## src/rtl/uart_file_loader.sv

```systemverilog
// ---------------------------------------------------------------------------
// uart_file_loader
//
// Device-side engine for the host file-transfer protocol on a byte UART.
// It sends a request code, receives a 4-byte little-endian size, then packs
// that many payload bytes little-endian into 32-bit words and writes them out
// through a valid/ready memory write port.
//
// Ports
//   clk, resetn            system clock, asynchronous active-low reset
//   start, base_addr       begin a transfer at byte address base_addr (word aligned)
//   tx_valid/tx_data/tx_ready   request byte towards the UART transmitter
//   rx_valid/rx_data/rx_ready   bytes from the UART receiver
//   mem_valid/mem_addr/mem_wdata/mem_wstrb/mem_ready   word write port
//   busy, done, error      status (done is a pulse, error is sticky)
//   file_size              size field received from the host
//
// State | Meaning
// ------+---------------------------------------------------------------
// IDLE  | waiting for start
// REQ   | presenting REQ_CHAR on tx until accepted
// SIZE  | shifting in the 4 size bytes, LSB first
// DATA  | packing payload bytes; a full or final word is held on mem_*
// DONE  | one-cycle done pulse
// ERR   | bad size; error set, no memory writes
// ---------------------------------------------------------------------------
module uart_file_loader #(
    parameter int          ADDR_W   = 32,
    parameter int          DATA_W   = 32,
    parameter int          MAX_SIZE = 2**20,
    parameter logic [7:0]  REQ_CHAR = 8'h02
) (
    input  logic                  clk,
    input  logic                  resetn,
    input  logic                  start,
    input  logic [ADDR_W-1:0]     base_addr,
    output logic                  tx_valid,
    output logic [7:0]            tx_data,
    input  logic                  tx_ready,
    input  logic                  rx_valid,
    input  logic [7:0]            rx_data,
    output logic                  rx_ready,
    output logic                  mem_valid,
    output logic [ADDR_W-1:0]     mem_addr,
    output logic [DATA_W-1:0]     mem_wdata,
    output logic [DATA_W/8-1:0]   mem_wstrb,
    input  logic                  mem_ready,
    output logic                  busy,
    output logic                  done,
    output logic                  error,
    output logic [31:0]           file_size
);

    localparam int STRB_W = DATA_W / 8;

    localparam logic [2:0] ST_IDLE = 3'd0;
    localparam logic [2:0] ST_REQ  = 3'd1;
    localparam logic [2:0] ST_SIZE = 3'd2;
    localparam logic [2:0] ST_DATA = 3'd3;
    localparam logic [2:0] ST_DONE = 3'd4;
    localparam logic [2:0] ST_ERR  = 3'd5;

    logic [2:0]        state_q,     state_d;
    logic [ADDR_W-1:0] ptr_q,       ptr_d;
    logic [31:0]       rem_q,       rem_d;
    logic [31:0]       size_q,      size_d;
    logic [1:0]        size_cnt_q,  size_cnt_d;
    logic [1:0]        lane_q,      lane_d;
    logic [DATA_W-1:0] wdata_q,     wdata_d;
    logic [STRB_W-1:0] wstrb_q,     wstrb_d;
    logic              mem_valid_q, mem_valid_d;
    logic              busy_q,      busy_d;
    logic              done_q,      done_d;
    logic              error_q,     error_d;

    logic [31:0]       full_size;

    // rx is only offered while a byte can actually be absorbed; in DATA the
    // pack buffer must be free, which keeps rx_ready and mem_valid exclusive.
    assign rx_ready  = (state_q == ST_SIZE) ||
                       ((state_q == ST_DATA) && !mem_valid_q && (rem_q != 32'd0));
    assign tx_valid  = (state_q == ST_REQ);
    assign tx_data   = (state_q == ST_REQ) ? REQ_CHAR : 8'h00;
    assign mem_valid = mem_valid_q;
    assign mem_addr  = ptr_q;
    assign mem_wdata = wdata_q;
    assign mem_wstrb = wstrb_q;
    assign busy      = busy_q;
    assign done      = done_q;
    assign error     = error_q;
    assign file_size = size_q;

    always_comb begin
        state_d     = state_q;
        ptr_d       = ptr_q;
        rem_d       = rem_q;
        size_d      = size_q;
        size_cnt_d  = size_cnt_q;
        lane_d      = lane_q;
        wdata_d     = wdata_q;
        wstrb_d     = wstrb_q;
        mem_valid_d = mem_valid_q;
        busy_d      = busy_q;
        done_d      = 1'b0;
        error_d     = error_q;
        full_size   = {rx_data, size_q[23:0]};

        case (state_q)
            ST_IDLE: begin
                if (start) begin
                    state_d     = ST_REQ;
                    busy_d      = 1'b1;
                    error_d     = 1'b0;
                    ptr_d       = base_addr & ~ADDR_W'(3);
                    rem_d       = 32'd0;
                    size_d      = 32'd0;
                    size_cnt_d  = 2'd0;
                    lane_d      = 2'd0;
                    wdata_d     = '0;
                    wstrb_d     = '0;
                    mem_valid_d = 1'b0;
                end
            end

            ST_REQ: begin
                if (tx_ready) begin
                    state_d = ST_SIZE;
                end
            end

            ST_SIZE: begin
                if (rx_valid) begin
                    size_d[8*size_cnt_q +: 8] = rx_data;
                    size_cnt_d = size_cnt_q + 2'd1;
                    if (size_cnt_q == 2'd3) begin
                        if ((full_size == 32'd0) || (full_size > 32'(MAX_SIZE))) begin
                            state_d = ST_ERR;
                            busy_d  = 1'b0;
                            error_d = 1'b1;
                        end else begin
                            state_d = ST_DATA;
                            rem_d   = full_size;
                        end
                    end
                end
            end

            ST_DATA: begin
                if (mem_valid_q) begin
                    if (mem_ready) begin
                        mem_valid_d = 1'b0;
                        ptr_d       = ptr_q + ADDR_W'(4);
                        lane_d      = 2'd0;
                        wdata_d     = '0;
                        wstrb_d     = '0;
                        if (rem_q == 32'd0) begin
                            state_d = ST_DONE;
                            busy_d  = 1'b0;
                            done_d  = 1'b1;
                        end
                    end
                end else if (rx_valid && (rem_q != 32'd0)) begin
                    wdata_d[8*lane_q +: 8] = rx_data;
                    wstrb_d[lane_q]        = 1'b1;
                    lane_d                 = lane_q + 2'd1;
                    rem_d                  = rem_q - 32'd1;
                    // word complete or last byte of the file: present it next cycle
                    if ((lane_q == 2'd3) || (rem_q == 32'd1)) begin
                        mem_valid_d = 1'b1;
                    end
                end
            end

            ST_DONE: state_d = ST_IDLE;
            ST_ERR:  state_d = ST_IDLE;
            default: state_d = ST_IDLE;
        endcase
    end

    always_ff @(posedge clk or negedge resetn) begin
        if (!resetn) begin
            state_q     <= ST_IDLE;
            ptr_q       <= '0;
            rem_q       <= 32'd0;
            size_q      <= 32'd0;
            size_cnt_q  <= 2'd0;
            lane_q      <= 2'd0;
            wdata_q     <= '0;
            wstrb_q     <= '0;
            mem_valid_q <= 1'b0;
            busy_q      <= 1'b0;
            done_q      <= 1'b0;
            error_q     <= 1'b0;
        end else begin
            state_q     <= state_d;
            ptr_q       <= ptr_d;
            rem_q       <= rem_d;
            size_q      <= size_d;
            size_cnt_q  <= size_cnt_d;
            lane_q      <= lane_d;
            wdata_q     <= wdata_d;
            wstrb_q     <= wstrb_d;
            mem_valid_q <= mem_valid_d;
            busy_q      <= busy_d;
            done_q      <= done_d;
            error_q     <= error_d;
        end
    end

endmodule
```

## config.mk

```make
export PLATFORM = sky130hd
export DESIGN_NAME = uart_file_loader
export DESIGN_NICKNAME = d
export VERILOG_FILES = /design/src/rtl/uart_file_loader.sv
export SDC_FILE = /design/constraint.sdc
export NUM_CORES = 1
export LEC_CHECK = 0
export CORE_MARGIN = 2
export CORE_UTILIZATION = 45
export DETAILED_ROUTE_END_ITERATION = 8
export PLACE_DENSITY = 0.72
export SLEW_MARGIN = 20
export SYNTH_ARGS = -nofsm -noshare
export SYNTH_HDL_FRONTEND = slang
export SYNTH_SLANG_ARGS = --single-unit
```

## constraint.sdc

```tcl
create_clock -name clk -period 3.35 [get_ports clk]
set_clock_uncertainty 0.2 [all_clocks]
set_input_delay 0.5025 -clock clk [delete_from_list [all_inputs] [get_ports clk]]
set_output_delay 0.5025 -clock clk [all_outputs]
set_load 0.02 [all_outputs]
```

==> impl_metrics.py, run 1 <==
metrics = {
    "timing": {
        "worst_pin_slew_ps": 1060,
        "relSlewSlack_pct": 28.9,
        "hold_viol": 0,
        "setup_tns_ps": 0,
        "worst_slack_ps": 310,
        "finalCriticalPeriod_ps": 3040,
        "drv_slew": 0,
        "rsz0062_at_grt": "no",
        "max_freq_mhz": 329,
        "setup_viol": 0,
        "post-route-period-util_pct": 90.8,
    },
    "layout": {
        "syn2layout_area_growth_pct": 30.4,
        "fin_util_pct": 60.3,
        "antenna_cells": 0,
        "drive_above_1_share_pct": 9.35,
        "final_cell_area_um2": 10100,
        "finalNetCount": 1103,
    },
    "power": {
        "comb_power_share_pct": 56.3,
        "p_sw_share_pct": 47.7,
        "powerDensity_nw_per_um2": 1040,
        "ir_worst_vdd_v": 0.000746,
        "seq_power_share_pct": 26.4,
        "leakagePower_uw": 0.00412,
        "p_int_uw": 5460,
        "pwr-share-clk_pct": 17.3,
        "p_sw_uw": 4970,
    },
    "die": {
        "die_area_um2": 18200,
        "rows": 47,
        "num_io_pins": 160,
        "start_util_pct": 46.3,
        "fp.dieW_um": 135,
        "die_h_um": 135,
        "fp.coreArea_um2": 16700,
    },
    "drt": {
        "drtIter0Drc": 680,
        "wl_per_cell_um": 18.3,
        "vias_per_cell": 5.84,
        "vias": 7465,
        "first_pass_iters": 7,
        "routed_wl_mm": 23.4,
        "drcViolationCount": 0,
        "antenna_left": 0,
    },
    "cts": {
        "numCtsBuffers": 17,
        "cts_root_buffer": "clkbuf_16",
        "cts_tree": "done",
        "clk_pin_slew_worst_paths_ps": 60,
        "postCtsSetupRepairBufs": 0,
        "clkSinkCount": 141,
        "clk_latency_ps": 430,
        "clockBufferDepth": 2,
        "cts-htree-levels": 4,
    },
    "grt": {
        "grt_max_degree": 69,
        "grt_pass1_vias": 7060,
        "overflow": 0,
        "grt_first_pass_wirelength_mm": 37.6,
        "groute.usage.overall_pct": 26.0,
        "antenna_found_initial": 0,
    },
    "place": {
        "dpl_cell_area_um2": 9500,
        "place_ws_ps": 182,
        "dp_hpwl_mm": 16.1,
        "io_buffers": 148,
        "gp_congestion": 0.844,
    },
    "logic_synthesis": {
        "synth.distinct_cells": 69,
        "syn_inst": 896,
        "synth-edff-count": 0,
        "synth-seq-cells": 141,
        "yosys-top-cells-area": "dfrtp_1, o21ai_1, nand2_1",
        "yosysSeqAreaShare_pct": 45.7,
        "synth_top_cell_area_share_pct": 45.7,
        "yosys_most_used_dff": "dfrtp_1",
        "synth_warnings": 0,
        "async_reset_ff_share_pct": 100,
        "yosysTopAreaCell": "dfrtp_1",
        "netlist_area_um2": 7720,
        "syn_avg_cell_area_um2": 8.62,
    },
    "setup_path": {
        "arrival_ps": 2340,
        "end_kind": "primary output",
        "critPathRequiredTime_ps": 2650,
        "cp-start-kind": "flop",
        "crit_fanout": 13,
        "critPathKind": "reg -> out",
    },
    "outcome": {
        "status": "finished clean",
    },
    "worst_hold_path": {
        "hold_path.class": "reg -> reg",
    },
    "flow_run": {
        "maxCapViolCount": 0,
    },
}
registers in the layout (all words and copies together) (netlist names):
signal,count
size_cnt_q,2
mem_valid,1
state_q,3
file_size,32
mem_addr,30
mem_wdata,32
mem_wstrb,4
lane_q,2
busy,1
rem_q,32
done,1
error,1
per-stage QoR:
stage / cells / power [uW] / hold WS [ps]
detailed placement: 1246 / 8560 / 270
floorplan: 904 / 6340 / 6.91
CTS: 1279 / 10400 / 289
finish: 1279 / 10400 / 282
global placement: 1246 / 8480 / 259
global route: 1279 / 11200 / 309
final timing paths:
path	slack, ps	cells past startpoint	to	start
worst max-delay path	310	5	tx_valid	state_q[0]$_DFFE_PN0P_
worst min-delay path	280	1	mem_wdata[31]$_DFFE_PN0P_	mem_wdata[31]$_DFFE_PN0P_
worst max register to register	540	7	rem_q[29]$_DFFE_PN0P_	rem_q[16]$_DFFE_PN0P_
worst min register to register	280	1	mem_wdata[31]$_DFFE_PN0P_	mem_wdata[31]$_DFFE_PN0P_
max in group asynchronous	1700	3	mem_addr[22]$_DFFE_PN0P_	resetn
min in group asynchronous	430	2	file_size[17]$_DFFE_PN0P_	resetn
power by group through the flow:
stage / logic, uW / registers (uW) / clock network [uW]
finish: 5870 / 2760 / 1810
global route: 6430 / 2830 / 1900
CTS: 5830 / 2740 / 1820
detailed placement: 5800 / 2760 / 0
global placement: 5730 / 2750 / 0
floorplan: 3440 / 2900 / 0
worst max-delay path, cell delays in order (launching register included):
cell and delay (ps):
dfrtp_1 610, buf_4 250, inv_1 60, nor3_1 190, buf_4 170, clkdlybuf4s50_1 640
per-layer routing:
| metal | part of all wire (%) | wire length [um] | GRT usage (%) | up-vias |
|---|---|---|---|---|
| met4 | 2.3 | 533 | 8.91 | 0 |
| met3 | 8.0 | 1870 | 5.86 | 47 |
| met5 | 0 | 0 | 0 | - |
| met1 | 43 | 10200 | 36.1 | 3591 |
| li1 | - | - | - | 3551 |
| met2 | 46 | 10800 | 40.3 | 276 |
synthesized netlist by cell type, drive strengths merged, types with 5 or more instances:
cell type	number
o31ai	11
o21a	6
and4	5
ha	11
a22oi	6
a31oi	10
nand3	52
a22o	7
buf	35
a32oi	6
a21o	6
nor4	19
clkbuf	33
a21oi	67
nand4	13
o21ai	160
o22ai	7
nand2	108
nor2	68
inv	19
o22a	8
nor3	31
dfrtp	141
and3	11
repair_timing:
item,CTS,global route
setup endpoints to repair,0,1
hold buffers,1,0
hold endpoints to repair,58,0
gates resized for setup,0,1
cells by family (layout without fill, tap and decap cells):
logic type	Yosys count	in the layout	share of synthesized area, %
and+or+nand+nor	339	339	22.5
AOI/OAI and AO/OA	313	313	23.7
DFF	141	141	45.7
buffers and inverters	87	242	5.69
adders and majority gates	11	11	1.78
muxes	3	3	0.421
other	1	9	0.0485
xor gates and xnor gates	1	1	0.113
placed cells by master (no fill, tap or decap), types with 7 or more instances in the layout:
cell type	count
clkdlybuf4s50_1	146
nand2_1	108
clkbuf_16	17
o21ai_1	82
dfrtp_1	141
nor3_1	29
buf_4	40
a21oi_1	66
o22ai_1	7
nor4_1	13
o21ai_0	76
and3_1	10
o31ai_1	11
a31oi_1	9
inv_1	19
conb_1	9
ha_1	11
o22a_1	8
a22o_1	7
nor2_1	68
nand3_1	52
nand4_1	12
layout make-up:
| type | instances | area (um2) |
|---|---|---|
| fill | 1481 | 6630 |
| multi-input combinational | 676 | 3810 |
| sequential | 141 | 3530 |
| timing repair buffer | 191 | 1840 |
| clock buffer | 19 | 443 |
| tap | 220 | 275 |
| clock inverter | 13 | 115 |
| inverter | 19 | 71.3 |
Note: power is estimated with default switching activity, not from simulation.
==> inputs of run 2 (changes only) <==
--- a/config.mk
+++ b/config.mk
@@ -9,7 +9,6 @@
 export CORE_UTILIZATION = 45
 export DETAILED_ROUTE_END_ITERATION = 8
 export PLACE_DENSITY = 0.72
-export SLEW_MARGIN = 20
 export SYNTH_ARGS = -nofsm -noshare
 export SYNTH_HDL_FRONTEND = slang
 export SYNTH_SLANG_ARGS = --single-unit
==> results of run 2 <==
Final layout, timing and power as in run 1 (identical DEF).
